### config.mk
export PLATFORM = sky130hd
export DESIGN_NAME = serial_addsub
export DESIGN_NICKNAME = d
export VERILOG_FILES = /design/src/rtl/serial_addsub_pkg.sv /design/src/rtl/serial_addsub_fa_cell.sv /design/src/rtl/serial_addsub.sv
export SDC_FILE = /design/constraint.sdc
export NUM_CORES = 1
export LEC_CHECK = 0
export CAP_MARGIN = 40
export CELL_PAD_IN_SITES_DETAIL_PLACEMENT = 1
export CELL_PAD_IN_SITES_GLOBAL_PLACEMENT = 2
export CORE_ASPECT_RATIO = 2
export CORE_MARGIN = 2
export CORE_UTILIZATION = 25
export DETAILED_ROUTE_END_ITERATION = 10
export PLACE_DENSITY = 0.63
export SLEW_MARGIN = 20
export SYNTH_ARGS = -nofsm -noshare
export SYNTH_HDL_FRONTEND = slang
export SYNTH_SLANG_ARGS = --single-unit
export TNS_END_PERCENT = 20
### constraint.sdc
create_clock -name CLK -period 5.3 [get_ports CLK]
set_clock_uncertainty 0.05 [all_clocks]
set_input_delay 1.06 -clock CLK [delete_from_list [all_inputs] [get_ports CLK]]
set_output_delay 1.06 -clock CLK [all_outputs]
set_load 0.03 [all_outputs]
### src/rtl/serial_addsub_pkg.sv
// Shared definitions for the bit-serial adder/subtractor: FSM encoding, opcodes, width helper.
// Latency: n/a (package).
// Backpressure: n/a (package).
package serial_addsub_pkg;

  typedef enum logic [1:0] {
    ST_IDLE = 2'b00,
    ST_RUN  = 2'b01,
    ST_FIN  = 2'b10
  } state_t;

  localparam logic OP_ADD = 1'b0;
  localparam logic OP_SUB = 1'b1;

  // Bits needed to count 0..v-1; never less than 1.
  function automatic int clog2(input int v);
    int r;
    r = 0;
    while ((1 << r) < v) r++;
    if (r < 1) r = 1;
    return r;
  endfunction

endpackage

### src/rtl/serial_addsub_fa_cell.sv
// Purely combinational 1-bit full adder: sum and carry-out of A, B and carry-in C0.
// Latency: zero cycles.
// Backpressure: none; the cell has no state.
module fa_cell (
  input  logic A,
  input  logic B,
  input  logic C0,
  output logic F,
  output logic C1
);

  assign F  = A ^ B ^ C0;
  assign C1 = (A & B) | (A & C0) | (B & C0);

endmodule

### src/rtl/serial_addsub.sv
// Bit-serial WIDTH-bit add/subtract, LSB first, one full-adder cell and a carry flop.
// Latency: DONE pulses WIDTH+1 cycles after the START cycle; one result per WIDTH+2 cycles.
// Backpressure: START is sampled only in IDLE; requests while BUSY are dropped, not queued.
module serial_addsub
  import serial_addsub_pkg::*;
#(
  parameter int WIDTH = 8
) (
  input  logic             CLK,
  input  logic             RST_N,
  input  logic             START,
  input  logic             SUB,
  input  logic [WIDTH-1:0] A,
  input  logic [WIDTH-1:0] B,
  output logic             BUSY,
  output logic             DONE,
  output logic [WIDTH-1:0] F,
  output logic             C1,
  output logic             OVF
);

  localparam int CW = clog2(WIDTH);
  localparam logic [CW-1:0] CNT_LAST = CW'(WIDTH - 1);
  localparam logic [CW-1:0] CNT_MSB  = CW'(WIDTH - 2);

  state_t           state;
  state_t           state_nxt;
  logic [WIDTH-1:0] ra;
  logic [WIDTH-1:0] rb;
  logic [WIDTH-1:0] acc;
  logic [WIDTH-1:0] acc_nxt;
  logic [CW-1:0]    cnt;
  logic             carry;
  logic             cin_msb;
  logic             s;
  logic             co;

  fa_cell u_fa (
    .A  (ra[0]),
    .B  (rb[0]),
    .C0 (carry),
    .F  (s),
    .C1 (co)
  );

  // Result bit for this cycle lands at position cnt; the final value feeds F directly.
  always_comb begin
    acc_nxt      = acc;
    acc_nxt[cnt] = s;
  end

  // State register.
  always_ff @(posedge CLK) begin
    if (!RST_N) state <= ST_IDLE;
    else        state <= state_nxt;
  end

  // Next-state and handshake outputs.
  always_comb begin
    state_nxt = state;
    BUSY      = 1'b0;
    DONE      = 1'b0;
    case (state)
      ST_IDLE: if (START) state_nxt = ST_RUN;
      ST_RUN: begin
        BUSY = 1'b1;
        if (cnt == CNT_LAST) state_nxt = ST_FIN;
      end
      ST_FIN: begin
        BUSY      = 1'b1;
        DONE      = 1'b1;
        state_nxt = ST_IDLE;
      end
      default: state_nxt = ST_IDLE;
    endcase
  end

  // Operand load, serial shift, and result capture on the last RUN cycle.
  always_ff @(posedge CLK) begin
    if (!RST_N) begin
      ra      <= '0;
      rb      <= '0;
      acc     <= '0;
      cnt     <= '0;
      carry   <= 1'b0;
      cin_msb <= 1'b0;
      F       <= '0;
      C1      <= 1'b0;
      OVF     <= 1'b0;
    end else begin
      case (state)
        ST_IDLE: begin
          if (START) begin
            // Subtract is A + ~B + 1: invert B and seed the carry.
            ra    <= A;
            rb    <= (SUB == OP_ADD) ? B : ~B;
            carry <= (SUB == OP_SUB);
            cnt   <= '0;
            acc   <= '0;
          end
        end
        ST_RUN: begin
          acc   <= acc_nxt;
          ra    <= ra >> 1;
          rb    <= rb >> 1;
          carry <= co;
          // Carry into the MSB, needed for the overflow test.
          if (cnt == CNT_MSB) cin_msb <= co;
          if (cnt == CNT_LAST) begin
            F   <= acc_nxt;
            C1  <= co;
            OVF <= cin_msb ^ co;
          end else begin
            cnt <= cnt + 1'b1;
          end
        end
        default: ;
      endcase
    end
  end

endmodule

# == Word-level counts from Yosys, hierarchy flattened ==
# Cells that the tools add are included.
# op_classes
bitwise,9
reduce_logical,9
add_sub_neg,1
eq_ne,7
muxes,20
n_lt_le_gt_ge,2
# ops
op,count
case mux 8 bit (2 select lines),3
2-to-1 mux 8 bit,4
bitwise mux 8 bit,1
inverter 8 bit,1
AND reduction 2 bit,4
"== test 3 bit, second input constant",2
2-to-1 mux 3 bit,2
"!= test 2 bit, second input constant",3
case mux 3 bit (2 select lines),1
"< comparator 3 x 4 -> 1 bit, second input constant",1
2-to-1 mux 1 bit,4
2-to-1 mux 2 bit,2
case mux 2 bit (2 select lines),1
"adder 3 x 1 -> 3 bit, second input constant",1
AND 1 bit,3
demux 1 bit (select 3 bit),1
">= comparator 3 x 1 -> 1 bit, second input constant",1
AND reduction 3 bit,1
XOR 1 bit,3
"== test 2 x 1 -> 1 bit, second input constant",1
"== test 2 bit, second input constant",1
zero test 2 bit,1
bitwise OR 1 bit,2
case mux 1 bit (2 select lines),1
other kinds (3),3
# totals
regBits,41
output_inout_bits,12
elab_cells,58

# == Longest topological paths before layout ==
# depth
depth_word,6
depth_mapped,7
depth_no_buf,5

# == Modules after synthesis ==
# Synthesis repeated with hierarchy kept, for this count alone.
# unflattened
cells_unflattened,223
hier_area_um2,2057.0
# by_module_without_submodules
mod,area_each_um2,cells_each,instances,seq_area_each_um2
serial_addsub,2037.0,222,1,820.8
fa_cell,20.0,1,1,0.0

# == Worst setup path before layout ==
# No wires, ideal clock.
# synth_path
path_kind,reg-to-output
startpoint,register state[0]
endpoint,output port BUSY
t_arrival_ns,0.846
required_ns,4.190
slack_ns,3.344
stages_incl_launch_ff,3
path_cell_list,dfxtp_1 -> inv_1 -> ha_1
# synth_between
elab_chain_cells,3
word_cells_on_any_way,4
# synth_lines
item,line_no,rtl
start: declaration,serial_addsub.sv:26,state_t state;
start signal: assignment,serial_addsub.sv:55,else state <= state_nxt;
== test 2 x 1 -> 1 bit / == test 2 bit (equally long branches),serial_addsub.sv:63,case (state)
OR reduction 2 bit (no source line) *,-,
2-to-1 mux 1 bit *,serial_addsub.sv:63,
end: declaration,serial_addsub.sv:15,"output logic BUSY,"
# Every way passes the cells marked *; elsewhere a longest branch is shown, timed or not.

# == Worst setup path in the final report ==
# layout_path
startpoint,register state[1]
endpoint,output port BUSY
# Same word-level chain as after synthesis.

==> reports/qor.log <==
INFO  placement      numPortBuffers=31
INFO  detailed_routing post_drt_via_cell_ratio=4.848
INFO  detailed_routing wirelength=5217um
INFO  detailed_routing topRoutingLayerUsed=met4
INFO  placement      post_dp_cell_area=2424um^2
INFO  logic_synthesis average_cell_area_after_synthesis=9.333um^2
INFO  critical_path  critical_path.max_fanout=4
INFO  power_and_ir_drop static-leakage-power=0.9780nW
INFO  critical_path  worst_setup_path_end_kind=output port
INFO  logic_synthesis share_of_the_yosys_chip_area_belonging_to_registers=39.98%
INFO  clocking       cts_hold_repair.buffers=0
INFO  placement      placedCellCount=334
INFO  die            num_rows=46
INFO  critical_path  timing.reg2reg.worst_path_depth=5
INFO  die            coreArea=7943um^2
INFO  detailed_routing detail_route.first_pass.iterations=4
INFO  clocking       clk_pin_slew_worst_paths=0.06ns
INFO  die            die_footprint=8997um^2
INFO  detailed_routing drc=0
INFO  logic_synthesis postSynth.asyncResetShare=0%
INFO  run            maxCapViolCount=0
INFO  clocking       cts_tree=built
INFO  die            floorplan.die.height=132.2um
INFO  critical_path  cp.required=4.19ns
INFO  detailed_routing dr_total_vias=1,658
INFO  detailed_routing met3RoutedLength=125um
INFO  run_status     status=completed
INFO  placement      final_wtd_congestion=0.6526
INFO  logic_synthesis synth.ff_latch_count=41
INFO  detailed_routing initialDrtViolationCount=55
INFO  timing         final_cycle_utilization_of_the_critical_path=52.92%
INFO  logic_synthesis yosys.area.top_type=dfxtp_1
INFO  power_and_ir_drop p_per_area=321.6nW/um^2
INFO  timing         setup_viol=0
INFO  timing         fin_setup_tns=0ns
INFO  global_routing overall_fraction_of_global_route_tracks_in_use=12.36%
INFO  detailed_routing met2_wl_post_dr=2817um
INFO  timing         normalized_max_slew_margin=47.61%
INFO  timing         timing.final.hold_violations=0
INFO  die            design.portCount=32
INFO  detailed_routing antenna_nets_post_route=0
INFO  timing         final_count_of_pins_violating_max_slew=0
INFO  clocking       root_buffer=clkbuf_16
INFO  clocking       post_cts_resized=0
INFO  clocking       post-cts-setup-buffers=0
INFO  clocking       cts_htree_levels=2
INFO  logic_synthesis post_synth_instance_area=2053um^2
INFO  power_and_ir_drop worst_ir_drop_vdd=0.0001065V
INFO  cells_and_area final_cell_count_without_fillers=342
INFO  critical_path  category_of_the_worst_setup_path_launch_point=register
INFO  power_and_ir_drop fin_total_pwr=0.8302mW
INFO  logic_synthesis yosys-top-cells-count=41 x dfxtp_1, 25 x mux2i_1, 23 x a21oi_1, 18 x o21ai_0, 15 x nand2_1
INFO  worst_hold_path min_delay_path_depth=2
INFO  cells_and_area postLayoutCoreUtil=32.50%
INFO  global_routing wire_length_of_the_first_global_routing_pass=8569um
INFO  logic_synthesis yosys_most_used_dff=dfxtp_1
INFO  logic_synthesis syn-num-nets=249
INFO  critical_path  worstPathArrival=1.69ns
INFO  cells_and_area number_of_antenna_repair_diodes=0
INFO  cells_and_area fin_area=2581um^2
INFO  logic_synthesis yosys.area.top_type_share=39.98%
INFO  timing         finalCriticalPeriod=2.805ns
INFO  die            fp.dieW=68.08um
INFO  logic_synthesis netlist_instances=220
INFO  logic_synthesis synth.lib_cells_used.distinct=35
INFO  timing         timing_worst_slew_pin_value=0.7859ns
INFO  global_routing grt_start_max_net_pins=27
INFO  clocking       cts_made_buffers=5
INFO  critical_path  path_class=reg -> out
INFO  global_routing overflow_left_after_global_routing=0
INFO  detailed_routing wl_met1=2152um
INFO  detailed_routing post_drt_wl_per_cell=15.25um
INFO  global_routing grt_antenna_before_repair=0
INFO  worst_hold_path worst_hold_path_type=reg -> reg
INFO  timing         whs=0.4099ns
INFO  global_routing number_of_global_route_vias_before_repair=1,763
INFO  logic_synthesis synth_enable_flop_cells=0
INFO  clocking       count_of_clock_tree_sinks=41
INFO  timing         worst_slack_setup_final=2.495ns
INFO  logic_synthesis top_cells_by_area_synth=dfxtp_1 40%, mux2i_1 12%, a21oi_1 5.6%, ha_1 4.9%, o21ai_0 4.4%
INFO  die            floorplan.initialDensity=25.85%
INFO  clocking       max-clock-path-buffers=2
INFO  clocking       worstSkewPairLatency=0.28ns
INFO  timing         rsz0062_at_grt=false
INFO  logic_synthesis post-synth-top-count-cell=dfxtp_1
INFO  cells_and_area flow.area_growth_from_synthesis=25.72%
INFO  placement      pre_cts_ws=2.632ns
INFO  placement      detailedPlacementHpwl=3707um
INFO  cells_and_area final_nets=274
INFO  logic_synthesis synth_warnings=0
INFO  timing         max_freq=0.3566GHz
INFO  cells_and_area post_route_cells_drive_above_1_share=6.098%
-- critical path, cell delays in order (launching register included) --
cell             delay [ns]
dfxtp_1                0.37
inv_1                  0.10
ha_1                   0.28
clkdlybuf4s50_1        0.66
-- area by class of cell --
class | count | area [um^2]
Fill cell | 945 | 5361
Clock buffer | 7 | 152.6
Sequential cell | 41 | 820.8
Inverter | 5 | 23.77
Timing Repair Buffer | 34 | 340.3
Clock inverter | 1 | 5.005
Tap cell | 96 | 120.1
Multi-Input combinational cell | 158 | 1119
-- routing by layer --
layer	vias up	GRT usage, %
li1	835	-
met1	790	13.62
met2	24	22.01
met3	9	2.391
met4	0	5.000
met5	-	0
-- cells in the final DEF, fill, tap and decap left out, types with 2 or more instances in the layout --
cell type and n:
inv_1 3, clkbuf_8 2, o32ai_1 7, clkbuf_16 5
or3b_1 2, nand4b_1 2, mux2i_1 25, dfxtp_1 41
nor2_1 10, a211oi_1 10, xnor2_1 2, buf_4 2
ha_1 8, nand2_1 15, o21ai_0 18, nand4_1 2
nand3_1 10, nand3b_1 3, clkdlybuf4s50_1 31, a21oi_1 23
xor2_1 7, nand2b_1 2, or3_1 3
-- power breakdown --
| group | internal [mW] | switching (mW) | total, mW |
|---|---|---|---|
| clock network | 0.199 | 0.121 | 0.320 |
| logic | 0.0714 | 0.0976 | 0.169 |
| registers | 0.328 | 0.0126 | 0.341 |
| total | 0.599 | 0.231 | 0.830 |
-- cells by family (layout without fill, tap and decap cells) --
| kind of cell | after synthesis | after routing | share of synthesized area (%) |
|---|---|---|---|
| AND/OR/NAND/NOR | 53 | 53 | 13.47 |
| AO/OA/AOI/OAI | 60 | 60 | 17.31 |
| flip-flops | 41 | 41 | 39.98 |
| multiplexers | 27 | 27 | 14.02 |
| adder cells (fa/ha/maj) | 9 | 9 | 5.850 |
| buffers and inverters | 21 | 47 | 5.544 |
| XOR/XNOR | 9 | 9 | 3.839 |
-- sequential cells by signal (all words and copies together) (netlist names), 2 cells and up --
signal,cells
acc,8
F,8
state,2
rb,8
cnt,3
ra,8
-- final timing paths --
check	startpoint	endpoint	slack (ns)
hold reg to reg	C1	C1	0.41
hold / removal	C1	C1	0.41
setup / recovery	state[1]	BUSY	2.50
setup reg to reg	state[1]	cnt[1]	3.05
Note: power is estimated with default switching activity, not from simulation.
